File: src/rtl/fp_mul_arbiter.sv
// fp_mul_arbiter: round-robin sharing of one iterative single-precision multiplier by two requesters.
// Define FP_MUL_ARB_ZERO_BYPASS_EN to answer zero-operand products without using the multiplier.
module fp_mul_arbiter #(
   parameter int unsigned LATENCY = 25
) (
   input  logic        clk,
   input  logic        reset,
   input  logic        req0_valid,
   input  logic [31:0] req0_a,
   input  logic [31:0] req0_b,
   output logic        req0_ready,
   input  logic        req1_valid,
   input  logic [31:0] req1_a,
   input  logic [31:0] req1_b,
   output logic        req1_ready,
   output logic        rsp0_valid,
   output logic [31:0] rsp0_result,
   output logic        rsp1_valid,
   output logic [31:0] rsp1_result,
   output logic [31:0] mul_a,
   output logic [31:0] mul_b,
   output logic        mul_clear,
   input  logic [31:0] mul_result
);
   // state | meaning
   // IDLE  | no operation in flight, may accept one operand pair
   // LOAD  | one cycle with mul_clear high, operands already on mul_a/mul_b
   // RUN   | multiplier iterating; result returned to owner on the last count
   typedef enum logic [1:0] {IDLE, LOAD, RUN} state_t;

   localparam logic [7:0] CNT_LAST = 8'(LATENCY - 1);

   state_t      state_q, state_d;
   logic [7:0]  cnt_q, cnt_d;
   logic        owner_q, owner_d;
   logic        last_grant_q, last_grant_d;
   logic [31:0] mul_a_q, mul_a_d;
   logic [31:0] mul_b_q, mul_b_d;
   logic        mul_clear_q, mul_clear_d;
   logic        rsp0_valid_q, rsp0_valid_d;
   logic        rsp1_valid_q, rsp1_valid_d;
   logic [31:0] rsp0_result_q, rsp0_result_d;
   logic [31:0] rsp1_result_q, rsp1_result_d;

   logic        grant0, grant1, acc, acc_id, acc_zero;
   logic [31:0] acc_a, acc_b;

   // Ties go to the requester that was not served last.
   always_comb begin
      grant0 = 1'b0;
      grant1 = 1'b0;
      if (state_q == IDLE) begin
         grant0 = req0_valid && (!req1_valid || last_grant_q);
         grant1 = req1_valid && (!req0_valid || !last_grant_q);
      end
      acc    = grant0 || grant1;
      acc_id = grant1;
      acc_a  = grant1 ? req1_a : req0_a;
      acc_b  = grant1 ? req1_b : req0_b;
`ifdef FP_MUL_ARB_ZERO_BYPASS_EN
      acc_zero = (acc_a[30:0] == 31'd0) || (acc_b[30:0] == 31'd0);
`else
      acc_zero = 1'b0;
`endif
   end

   assign req0_ready  = grant0;
   assign req1_ready  = grant1;
   assign rsp0_valid  = rsp0_valid_q;
   assign rsp1_valid  = rsp1_valid_q;
   assign rsp0_result = rsp0_result_q;
   assign rsp1_result = rsp1_result_q;
   assign mul_a       = mul_a_q;
   assign mul_b       = mul_b_q;
   assign mul_clear   = mul_clear_q;

   always_comb begin
      state_d       = state_q;
      cnt_d         = cnt_q;
      owner_d       = owner_q;
      last_grant_d  = last_grant_q;
      mul_a_d       = mul_a_q;
      mul_b_d       = mul_b_q;
      mul_clear_d   = 1'b0;
      rsp0_valid_d  = 1'b0;
      rsp1_valid_d  = 1'b0;
      rsp0_result_d = rsp0_result_q;
      rsp1_result_d = rsp1_result_q;
      case (state_q)
         IDLE: begin
            if (acc) begin
               last_grant_d = acc_id;
               if (acc_zero) begin
                  if (acc_id) begin
                     rsp1_valid_d  = 1'b1;
                     rsp1_result_d = {acc_a[31] ^ acc_b[31], 31'd0};
                  end else begin
                     rsp0_valid_d  = 1'b1;
                     rsp0_result_d = {acc_a[31] ^ acc_b[31], 31'd0};
                  end
               end else begin
                  owner_d     = acc_id;
                  mul_a_d     = acc_a;
                  mul_b_d     = acc_b;
                  mul_clear_d = 1'b1;
                  state_d     = LOAD;
               end
            end
         end
         LOAD: begin
            cnt_d   = 8'd0;
            state_d = RUN;
         end
         RUN: begin
            if (cnt_q == CNT_LAST) begin
               if (owner_q) begin
                  rsp1_valid_d  = 1'b1;
                  rsp1_result_d = mul_result;
               end else begin
                  rsp0_valid_d  = 1'b1;
                  rsp0_result_d = mul_result;
               end
               state_d = IDLE;
            end else begin
               cnt_d = cnt_q + 8'd1;
            end
         end
         default: state_d = IDLE;
      endcase
   end

   always_ff @(posedge clk) begin
      if (reset) begin
         state_q       <= IDLE;
         cnt_q         <= 8'd0;
         owner_q       <= 1'b0;
         last_grant_q  <= 1'b1;
         mul_a_q       <= 32'd0;
         mul_b_q       <= 32'd0;
         mul_clear_q   <= 1'b0;
         rsp0_valid_q  <= 1'b0;
         rsp1_valid_q  <= 1'b0;
         rsp0_result_q <= 32'd0;
         rsp1_result_q <= 32'd0;
      end else begin
         state_q       <= state_d;
         cnt_q         <= cnt_d;
         owner_q       <= owner_d;
         last_grant_q  <= last_grant_d;
         mul_a_q       <= mul_a_d;
         mul_b_q       <= mul_b_d;
         mul_clear_q   <= mul_clear_d;
         rsp0_valid_q  <= rsp0_valid_d;
         rsp1_valid_q  <= rsp1_valid_d;
         rsp0_result_q <= rsp0_result_d;
         rsp1_result_q <= rsp1_result_d;
      end
   end
endmodule

File: config.mk
export PLATFORM = sky130hd
export DESIGN_NAME = fp_mul_arbiter
export DESIGN_NICKNAME = d
export VERILOG_FILES = /design/src/rtl/fp_mul_arbiter.sv
export SDC_FILE = /design/constraint.sdc
export NUM_CORES = 1
export LEC_CHECK = 0
export ABC_AREA = 1
export CAP_MARGIN = 40
export CORE_UTILIZATION = 44
export CTS_BUF_LIST = sky130_fd_sc_hd__clkbuf_16
export CTS_CLUSTER_SIZE = 14
export DETAILED_ROUTE_END_ITERATION = 12
export HOLD_SLACK_MARGIN = 0.08
export PLACE_DENSITY_LB_ADDON = 0.08
export SYNTH_ARGS = -nofsm -noshare
export SYNTH_HDL_FRONTEND = slang
export SYNTH_SLANG_ARGS = --single-unit
File: constraint.sdc
create_clock -name clk -period 2.8 [get_ports clk]
set_input_delay 0.56 -clock clk [delete_from_list [all_inputs] [get_ports clk]]
set_output_delay 0.56 -clock clk [all_outputs]
set_load 0.05 [all_outputs]
==> out/summary.txt, run 1 <==
====================================================================================
Die height                                                                    119 µm
Total die area                                                             14200 µm²
Worst-skew pair later-pin latency                                            0.41 ns
Routed wire per std cell                                                     13.9 µm
DRT Wirelength                                                              18500 µm
Count of state elements after synthesis                                          143
Worst VDD drop                                                            0.000403 V
Fraction of synthesized cell area taken by the top area cell type              47.4%
Detailed Place HPWL                                                         12800 µm
Total clock sinks                                                                143
Data arrival time of the worst path                                          1.94 ns
Antenna Cells                                                                      0
Via count                                                                       6365
Synth async-reset ratio                                                           0%
Type of origin of the critical path                                        input pin
Met2 global-route usage                                                        44.3%
Min Clock Period, post-route                                                 2.50 ns
Clock tree from TritonCTS                                                      built
Crit Path Category                                                         in -> out
Largest net degree at the start of global routing                                 67
Number of global-route vias before repair                                       5847
Synthesized net count                                                           1042
Slew at the pin closest to its max-slew limit                               0.740 ns
Net count, final                                                                1308
Count of buffers inserted at the top-level ports                                 296
Met1 GRT Util                                                                  28.3%
Initial core utilization                                                       45.3%
Total negative setup slack                                                      0 ns
Cts bufs inserted                                                                 17
Proportion of synthesized chip area in sequential cells                        47.4%
Cells after Synth                                                                876
Cells taking the most area after synthesis                              sky130_fd_sc_hd__dfxtp_1, sky130_fd_sc_hd__nor2_1, sky130_fd_sc_hd__nand2_1, sky130_fd_sc_hd__o21ai_1, sky130_fd_sc_hd__nand3_1
Total of warnings raised by yosys                                                  0
Primary FF master, synth                                                sky130_fd_sc_hd__dfxtp_1
Root Buffer                                                             sky130_fd_sc_hd__clkbuf_16
Setup repair after global routing missed its margin                            false
Antenna violation net count after detailed routing                                 0
Class of the worst hold path                                              reg -> reg
Global-route wire length before repair                                      28800 µm
Most frequent cell after synthesis                                      sky130_fd_sc_hd__nor2_1
Number of iterations in the first detailed-routing pass                            4
Hold slack final                                                            0.470 ns
Max capacitance violation total                                                    0
Horizontal die dimension                                                      119 µm
Syn_area_per_cell                                                           6.90 µm²
Initial drt markers                                                              434
Standard cell core area                                                    13300 µm²
Final cell area excluding filler cells                                      9570 µm²
Worst path required time                                                     2.24 ns
H-tree lvl count                                                                   4
Top-level port count                                                             297
Most heavily used metal layer in global routing                                 met2
Synth-to-Final Area Change                                                     58.3%
Weighted congestion at the end of routability-driven global placement          0.854
Area of the mapped netlist                                                  6050 µm²
Kind of end point of the critical path                                  primary output
Relative slew slack                                                            50.7%
Cell variety after synth                                                          24
Post-placement cell area                                                    9060 µm²
Worst Skew                                                                0.00499 ns
Share of the clock period used by the worst path after layout                  89.4%
Setup Fix Bufs, Post-CTS                                                           0
Post-synth top area cell                                                sky130_fd_sc_hd__dfxtp_1
P per Cell Area                                                           574 nW/µm²
Crit path setup slack, layout                                               0.297 ns
Max-slew violations                                                                0
Maximum operating frequency                                                  399 MHz
Hold Fails Final Rpt                                                               0
CP Max Fanout                                                                     33
Initial antenna violation count                                                    0
Final Non-Filler Cells                                                          1329
Standard-cell row count                                                           42
Total setup violations reported at the end of the flow                             0
Setup slack after placement                                                 0.295 ns
Number of enable-type register cells in the synthesized netlist                    0
Standby leakage power                                                        4.11 nW
All-Layer GR Usage                                                             25.9%
Top cell types by occurrence after synthesis                            sky130_fd_sc_hd__nor2_1, sky130_fd_sc_hd__nand2_1, sky130_fd_sc_hd__dfxtp_1, sky130_fd_sc_hd__o21ai_1, sky130_fd_sc_hd__inv_1
Placed cell count                                                               1299
Maximum count of clock buffers along a single path                                 2
Total grt overflow                                                                 0
Number of cells upsized or downsized after cts                                     0
GRT met3 Usage                                                                 9.87%
Clk pin slew, worst setup/hold paths                                         0.06 ns
Remaining DRCs                                                                     0
Number of hold buffers added after cts                                             0
Fraction of final layout cells with drive strength greater than 1              3.99%
Status                                                                  finished clean
Via density per instance                                                        4.79
====================================================================================
[where the power goes]
part	internal [mW]	leakage, nW	switching [mW]
clock network	1.18	0.264	0.806
logic	0.497	2.68	0.778
registers	2.16	1.17	0.0669
total	3.84	4.11	1.65
[worst paths after layout]
path              startpoint          to  slack [ns]  depth (start not counted)
hold / removal     mul_a[24]   mul_a[24]        0.47                          2
setup reg to reg  state_q[1]   mul_b[22]        0.85                          6
setup / recovery  req0_valid  req1_ready        0.30                          5
hold reg to reg    mul_a[24]   mul_a[24]        0.47                          2
[layout by cell type (no fill, tap or decap)]
master,synthesis,layout
sky130_fd_sc_hd__a21oi_1,6,6
sky130_fd_sc_hd__buf_12,0,6
sky130_fd_sc_hd__buf_4,5,4
sky130_fd_sc_hd__bufinv_16,0,1
sky130_fd_sc_hd__clkbuf_16,0,17
sky130_fd_sc_hd__clkdlybuf4s50_1,0,294
sky130_fd_sc_hd__clkinv_1,2,4
sky130_fd_sc_hd__clkinv_2,0,5
sky130_fd_sc_hd__clkinvlp_4,0,1
sky130_fd_sc_hd__dfxtp_1,143,143
sky130_fd_sc_hd__ha_1,2,2
sky130_fd_sc_hd__inv_1,78,81
sky130_fd_sc_hd__inv_2,3,3
sky130_fd_sc_hd__inv_4,0,1
sky130_fd_sc_hd__nand2_1,153,153
sky130_fd_sc_hd__nand2_2,1,1
sky130_fd_sc_hd__nand3_1,75,75
sky130_fd_sc_hd__nand3_2,3,3
sky130_fd_sc_hd__nand4_1,2,2
sky130_fd_sc_hd__nor2_1,216,216
sky130_fd_sc_hd__nor2_2,2,1
sky130_fd_sc_hd__nor2_4,1,2
sky130_fd_sc_hd__nor3_1,1,1
sky130_fd_sc_hd__o211ai_1,1,1
sky130_fd_sc_hd__o21ai_0,45,45
sky130_fd_sc_hd__o21ai_1,84,84
sky130_fd_sc_hd__o21ai_4,0,1
[per-stage QoR]
stage               total power, mW  utilization, %
floorplan                      2.97               -
global placement               3.54            67.9
detailed placement             3.54            67.9
CTS                            5.53            71.7
global route                   5.70            71.7
finish                         5.49            71.7
[layer usage]
metal | up-vias | share of wire, %
met3 | 36 | 9.0
met2 | 224 | 49
met5 | - | 0
met1 | 2832 | 39
met4 | 0 | 3.0
li1 | 3273 | -
[worst max-delay path: stages]
cell,delay [ns]
sky130_fd_sc_hd__clkdlybuf4s50_1,0.48
sky130_fd_sc_hd__nand2_1,0.12
sky130_fd_sc_hd__nand3_2,0.09
sky130_fd_sc_hd__inv_2,0.45
sky130_fd_sc_hd__buf_12,0.22
[logic make-up after synthesis]
| group | Yosys count | share of synthesized area [%] |
|---|---|---|
| flops | 143 | 47.4 |
| compound gates | 137 | 11.4 |
| fa+ha+maj | 2 | 0.414 |
| simple gates | 454 | 30.4 |
| buf+inv | 140 | 10.4 |
[final cells by class]
class                   instances  area [µm²]
inverters                      83         314
clock buffers                  17         425
flip-flops and latches        143        2860
fillers                      1129        3780
multi-input cells             593        2570
clock inverters                13        85.1
well taps                     176         220
repair buffers                304        3090
[flip-flops by register name (all words and copies together), names as in the netlist, 2 cells and up]
register,count
rsp1_result,32
state_q,2
cnt_q,8
rsp0_result,32
mul_b,32
mul_a,32
Power figures use the tool's default switching activity.
==> run 2: changes to the inputs <==
MAX_ROUTING_LAYER = met4   (was default)
==> out/summary.txt, run 2 (synthesis results as in run 1) <==
====================================================================================
Status                                                                  finished clean
Relative slew slack                                                            50.5%   -0.19 points
Share of the clock period used by the worst path after layout                  89.1%   -0.33 points
Startpoint of the most critical setup path                                req0_valid
Hold Fails Final Rpt                                                               0   unchanged
Number of iterations in the first detailed-routing pass                            4   unchanged
Kind of end point of the critical path                                  primary output
Total grt overflow                                                                 0   unchanged
Worst path required time                                                     2.24 ns   about the same
Commonest non-fill, non-tap cells in the layout                         sky130_fd_sc_hd__clkdlybuf4s50_1, sky130_fd_sc_hd__nor2_1, sky130_fd_sc_hd__nand2_1
DRT Wirelength                                                              18400 µm   -0.42%
Initial antenna violation count                                                    0   unchanged
Maximum count of clock buffers along a single path                                 2   unchanged
Type of origin of the critical path                                        input pin
Clock tree from TritonCTS                                                      built
Antenna violation net count after detailed routing                                 0   unchanged
Total negative setup slack                                                      0 ns   unchanged
Number of cells on the worst hold path                                             2   unchanged
Crit Path Category                                                         in -> out
Antenna Cells                                                                      0   unchanged
Standby leakage power                                                        4.11 nW   unchanged
Standard cell core area                                                    13300 µm²   unchanged
P per Cell Area                                                           574 nW/µm²   about the same
Slew at the pin closest to its max-slew limit                               0.743 ns   +0.00289 ns
Detailed Place HPWL                                                         12800 µm   unchanged
Worst VDD drop                                                            0.000403 V   +0.10%
Via density per instance                                                        4.78   about the same
Cell depth of the worst flop-to-flop path                                          6   unchanged
Initial drt markers                                                              452   +4.1%
Routed wire per std cell                                                     13.8 µm   -0.42%
Setup Fix Bufs, Post-CTS                                                           0   unchanged
Class of the worst hold path                                              reg -> reg
H-tree lvl count                                                                   4   unchanged
Min-Delay Startpoint                                                       mul_a[31]
Net count, final                                                                1308   unchanged
Number of global-route vias before repair                                       5854   +0.12%
Top-level port count                                                             297   unchanged
Via count                                                                       6359   -0.094%
Number of hold buffers added after cts                                             0   unchanged
Max-slew violations                                                                0   unchanged
Worst Skew                                                                0.00510 ns   +0.000109 ns
Remaining DRCs                                                                     0   unchanged
Min Clock Period, post-route                                                 2.49 ns   -0.00917 ns
Total setup violations reported at the end of the flow                             0   unchanged
Max capacitance violation total                                                    0   unchanged
Total die area                                                             14200 µm²   unchanged
Critical register-to-register path startpoint                             state_q[1]
All-Layer GR Usage                                                             26.7%   +0.76 points
Weighted congestion at the end of routability-driven global placement          0.867   +1.6%
Horizontal die dimension                                                      119 µm   unchanged
Clk pin slew, worst setup/hold paths                                         0.06 ns   about the same
Initial core utilization                                                       45.3%   unchanged
Setup repair after global routing missed its margin                            false
Count of buffers inserted at the top-level ports                                 296   unchanged
CP Max Fanout                                                                     33   unchanged
Global-route wire length before repair                                      28800 µm   -0.12%
Number of filler cells placed in the layout                                     1129   unchanged
Number of cells upsized or downsized after cts                                     0   unchanged
Hold Path End                                                              mul_a[31]
Die height                                                                    119 µm   unchanged
Maximum operating frequency                                                  401 MHz   +0.37%
Largest net degree at the start of global routing                                 67   unchanged
Core Util, Final                                                               71.7%   unchanged
Data arrival time of the worst path                                          1.93 ns   about the same
Final Power                                                                  5.49 mW   about the same
Worst-skew pair later-pin latency                                            0.41 ns   about the same
Standard-cell row count                                                           42   unchanged
Total clock sinks                                                                143   unchanged
Leading cell type in the layout, fill and taps excluded                 sky130_fd_sc_hd__clkdlybuf4s50_1
Root Buffer                                                             sky130_fd_sc_hd__clkbuf_16
Reg-to-Reg End                                                             mul_b[22]
Synth-to-Final Area Change                                                     58.3%   unchanged
Cts bufs inserted                                                                 17   unchanged
R2r setup slk                                                                0.87 ns   +0.02 ns
Fraction of final layout cells with drive strength greater than 1              3.99%   unchanged
====================================================================================
-- run 2: worst max-delay path, stage by stage --
cell and delay [ns]:
sky130_fd_sc_hd__clkdlybuf4s50_1 0.48, sky130_fd_sc_hd__nand2_1 0.11, sky130_fd_sc_hd__nand3_2 0.09, sky130_fd_sc_hd__inv_2 0.44, sky130_fd_sc_hd__buf_12 0.22
-- run 2: how the worst max path moves through the flow --
stage and to:
2_1_floorplan req0_ready, 3_3_place_gp req1_ready, 3_5_place_dp mul_b[29], 4_1_cts req1_ready, 5_1_grt req1_ready, 6_report req1_ready
-- run 2: metal layers --
layer	share of wire (%)	track usage, %	vias up
met4	3.0	12.1	0
met1	40	29.2	2811
met5	0	-	-
met3	8.4	8.67	41
li1	-	-	3271
met2	49	44.1	236
-- run 2: layout make-up --
class / count / area (µm²) / area share [%]
clock buffer: 17 / 425 / 4.45
tap: 176 / 220 / 2.30
inverter: 83 / 314 / 3.28
clock inverter: 13 / 85.1 / 0.889
sequential: 143 / 2860 / 29.9
multi-input combinational: 593 / 2570 / 26.8
timing repair buffer: 304 / 3090 / 32.3
-- run 2: power by group --
group,total (mW),leakage (nW),internal [mW],switching (mW)
Combinational,1.27,2.68,0.497,0.777
Clock,1.99,0.264,1.18,0.806
Sequential,2.23,1.17,2.16,0.0671
-- run 2: per-stage QoR --
stage / area [µm²] / hold WS [ns] / cells / setup slack [ns]
2_1_floorplan: 6050 / 0.465 / 876 / 0.838
3_3_place_gp: 9060 / 0.462 / 1299 / 0.317
3_5_place_dp: 9060 / 0.467 / 1299 / 0.295
4_1_cts: 9570 / 0.473 / 1329 / 0.296
5_1_grt: 9570 / 0.490 / 1329 / 0.220
6_report: 9570 / 0.470 / 1329 / 0.306
==> run 3: changes to the inputs <==
GPL_TIMING_DRIVEN = 0   (was default)
SLEW_MARGIN = 20   (was default)
==> out/summary.txt, run 3 (synthesis results as in run 1) <==
====================================================================================
Number of hold buffers added after cts                                             0   unchanged
Top cell by count, worst path                                           sky130_fd_sc_hd__clkdlybuf4s50_1
Total area of multi-input combinational cells                               2550 µm²   -0.49%
Relative slew slack                                                            57.3%   +6.8 points
CP delay by family, top                                                 buffers and inverters
Type of origin of the critical path                                        input pin
Worst VDD drop                                                            0.000473 V   +17%
Die height                                                                    119 µm   unchanged
Total grt overflow                                                                 0   unchanged
Share of total power consumed by net switching                                 30.3%   +0.19 points
Storage cell area                                                           2860 µm²   unchanged
Top-level port count                                                             297   unchanged
Data arrival time of the worst path                                          2.18 ns   +0.25 ns
Status                                                                  finished clean
DRT Wirelength                                                              19700 µm   +7.1%
Kind of end point of the critical path                                  primary output
Number of global-route vias before repair                                       6321   +8.0%
Routed wire per std cell                                                     14.3 µm   +3.1%
Maximum operating frequency                                                  365 MHz   -9.0%
Top routing layer in use                                                        met4
Combined buffer and inverter count along the critical path                         2   -1
Fraction of power consumed by sequential logic                                 40.4%   -0.2 points
Initial core utilization                                                       45.3%   unchanged
P per Cell Area                                                           566 nW/µm²   -1.3%
Root Buffer                                                             sky130_fd_sc_hd__clkbuf_16
Net count, final                                                                1357   +3.7%
Worst Skew                                                                0.00730 ns   +0.00219 ns
Max-slew violations                                                                0   unchanged
Total die area                                                             14200 µm²   unchanged
WL met3                                                                      1720 µm   +11%
Via count                                                                       6647   +4.5%
Largest net degree at the start of global routing                                 17   -75%
Gate power share                                                               23.5%   +0.3 points
Antenna violation net count after detailed routing                                 0   unchanged
Final cell area excluding filler cells                                      9750 µm²   +1.9%
Setup Fix Bufs, Post-CTS                                                           0   unchanged
Critical path cell sequence                                             clkdlybuf4s50_1, nand2_1, a21oi_1, clkdlybuf4s50_1
Commonest non-fill, non-tap cells in the layout                         sky130_fd_sc_hd__clkdlybuf4s50_1, sky130_fd_sc_hd__nor2_1, sky130_fd_sc_hd__nand2_1
Max capacitance violation total                                                    0   unchanged
Clock tree from TritonCTS                                                      built
Final Non-Filler Cells                                                          1381   +3.9%
CP Max Fanout                                                                      3   -91%
All-Layer GR Usage                                                             28.8%   +2.1 points
Clk pin slew, worst setup/hold paths                                         0.05 ns   about the same
Initial antenna violation count                                                    1   +1
Cts bufs inserted                                                                 17   unchanged
Detailed Place HPWL                                                         15000 µm   +17%
Maximum count of clock buffers along a single path                                 2   unchanged
Share of the clock period used by the worst path after layout                  97.9%   +8.8 points
H-tree lvl count                                                                   4   unchanged
Total setup violations reported at the end of the flow                             0   unchanged
Delay of the slowest critical-path stage                                     0.85 ns   +0.37 ns
Switching pwr                                                                1.67 mW   +1.2%
Setup slack after placement                                                -0.352 ns   -0.647 ns
Number of filler cells placed in the layout                                     1136   +0.62%
Standard-cell row count                                                           42   unchanged
Internal power component                                                     3.85 mW   +0.26%
Horizontal die dimension                                                      119 µm   unchanged
Min Clock Period, post-route                                                 2.74 ns   +0.247 ns
Leading cell type in the layout, fill and taps excluded                 sky130_fd_sc_hd__clkdlybuf4s50_1
Standard cell core area                                                    13300 µm²   unchanged
Slew at the pin closest to its max-slew limit                               0.638 ns   -0.104 ns
Post-route met1 wirelength                                                   7510 µm   +3.2%
Weighted congestion at the end of routability-driven global placement          0.905   +4.3%
Synth-to-Final Area Change                                                     61.2%
Post-placement cell area                                                    9230 µm²   +1.9%
Relative contribution of the clock network to total power                      36.1%   about the same
Remaining DRCs                                                                     0   unchanged
Number of iterations in the first detailed-routing pass                            7   +3
Global-route wire length before repair                                      30800 µm   +7.0%
Total clock sinks                                                                143   unchanged
Class of the worst hold path                                              reg -> reg
Placed cell count                                                               1348   +3.8%
Standby leakage power                                                        4.23 nW   +3.0%
Worst path required time                                                     2.24 ns   about the same
Hold Fails Final Rpt                                                               0   unchanged
Initial drt markers                                                              363   -20%
Setup repair after global routing missed its margin                            false
Via density per instance                                                        4.81   +0.59%
Critical-path top delay cell                                            sky130_fd_sc_hd__clkdlybuf4s50_1
Crit path setup slack, layout                                              0.0585 ns   -0.247 ns
Fraction of final layout cells with drive strength greater than 1              6.31%   +2.3 points
Count of buffers inserted at the top-level ports                                 296   unchanged
Crit Path Category                                                         in -> out
Worst-skew pair later-pin latency                                            0.41 ns   about the same
Sum of met2 wire segment lengths after detailed routing                      9710 µm   +7.9%
====================================================================================
==> run 3: cell count changes in the layout (fill, tap and decap cells not counted), sizes merged <==
cell | previous run | this run
inv | 85 | 86
diode | 0 | 1
clkinv | 9 | 10
clkdlybuf4s15 | 0 | 1
clkbuf | 17 | 29
clkdlybuf4s50 | 294 | 295
buf | 10 | 45
==> run 3: per-layer routing <==
layer  global-route usage (%)  vias to the layer above
met4                     14.8                        0
met2                     48.3                      270
li1                         -                     3373
met3                     9.72                       43
met1                     29.9                     2961
met5                        -                        -
==> run 3: repair_timing <==
item	4_1_cts	5_1_grt
hold endpoints to repair	0	0
setup endpoints to repair	1	0
resized for setup	3	0
==> run 3: final timing paths <==
kind / startpoint / end / slack (ns) / cells after the start
setup reg to reg: cnt_q[0] / rsp1_result[4] / 1.18 / 9
setup / recovery: req0_valid / req0_ready / 0.06 / 4
hold / removal: mul_a[31] / mul_a[31] / 0.47 / 2
hold reg to reg: mul_a[31] / mul_a[31] / 0.47 / 2
==> run 3: worst min-delay path: stages, from the launching register on <==
cell,delay [ns]
sky130_fd_sc_hd__dfxtp_1,0.31
sky130_fd_sc_hd__nand3_1,0.07
sky130_fd_sc_hd__o21ai_1,0.05
==> run 3: layout make-up <==
type	count	share of cell area, %
repair buffers	296	30.4
clock inverters	15	0.924
inverters	83	3.20
multi-input cells	593	26.2
well taps	176	2.26
clock buffers	17	4.36
flip-flops and latches	143	29.4
plain buffers	57	3.25
diodes	1	0.0257
==> run 3: power groups by stage <==
stage	Sequential, mW	Clock, mW	Combinational, mW
2_1_floorplan	2.67	0	0.303
3_5_place_dp	2.27	0	1.29
5_1_grt	2.24	2.12	1.37
3_3_place_gp	2.27	0	1.29
6_report	2.23	1.99	1.30
4_1_cts	2.23	2.02	1.30
==> run 3: through the flow <==
stage               utilization, %  power, mW  setup TNS (ns)  hold slack [ns]
floorplan                        -       2.97               0            0.465
global placement              69.1       3.56          -0.344            0.462
detailed placement            69.1       3.56          -0.352            0.466
CTS                           73.0       5.55               0            0.473
global route                  73.0       5.74               0            0.492
finish                        73.0       5.52               0            0.471
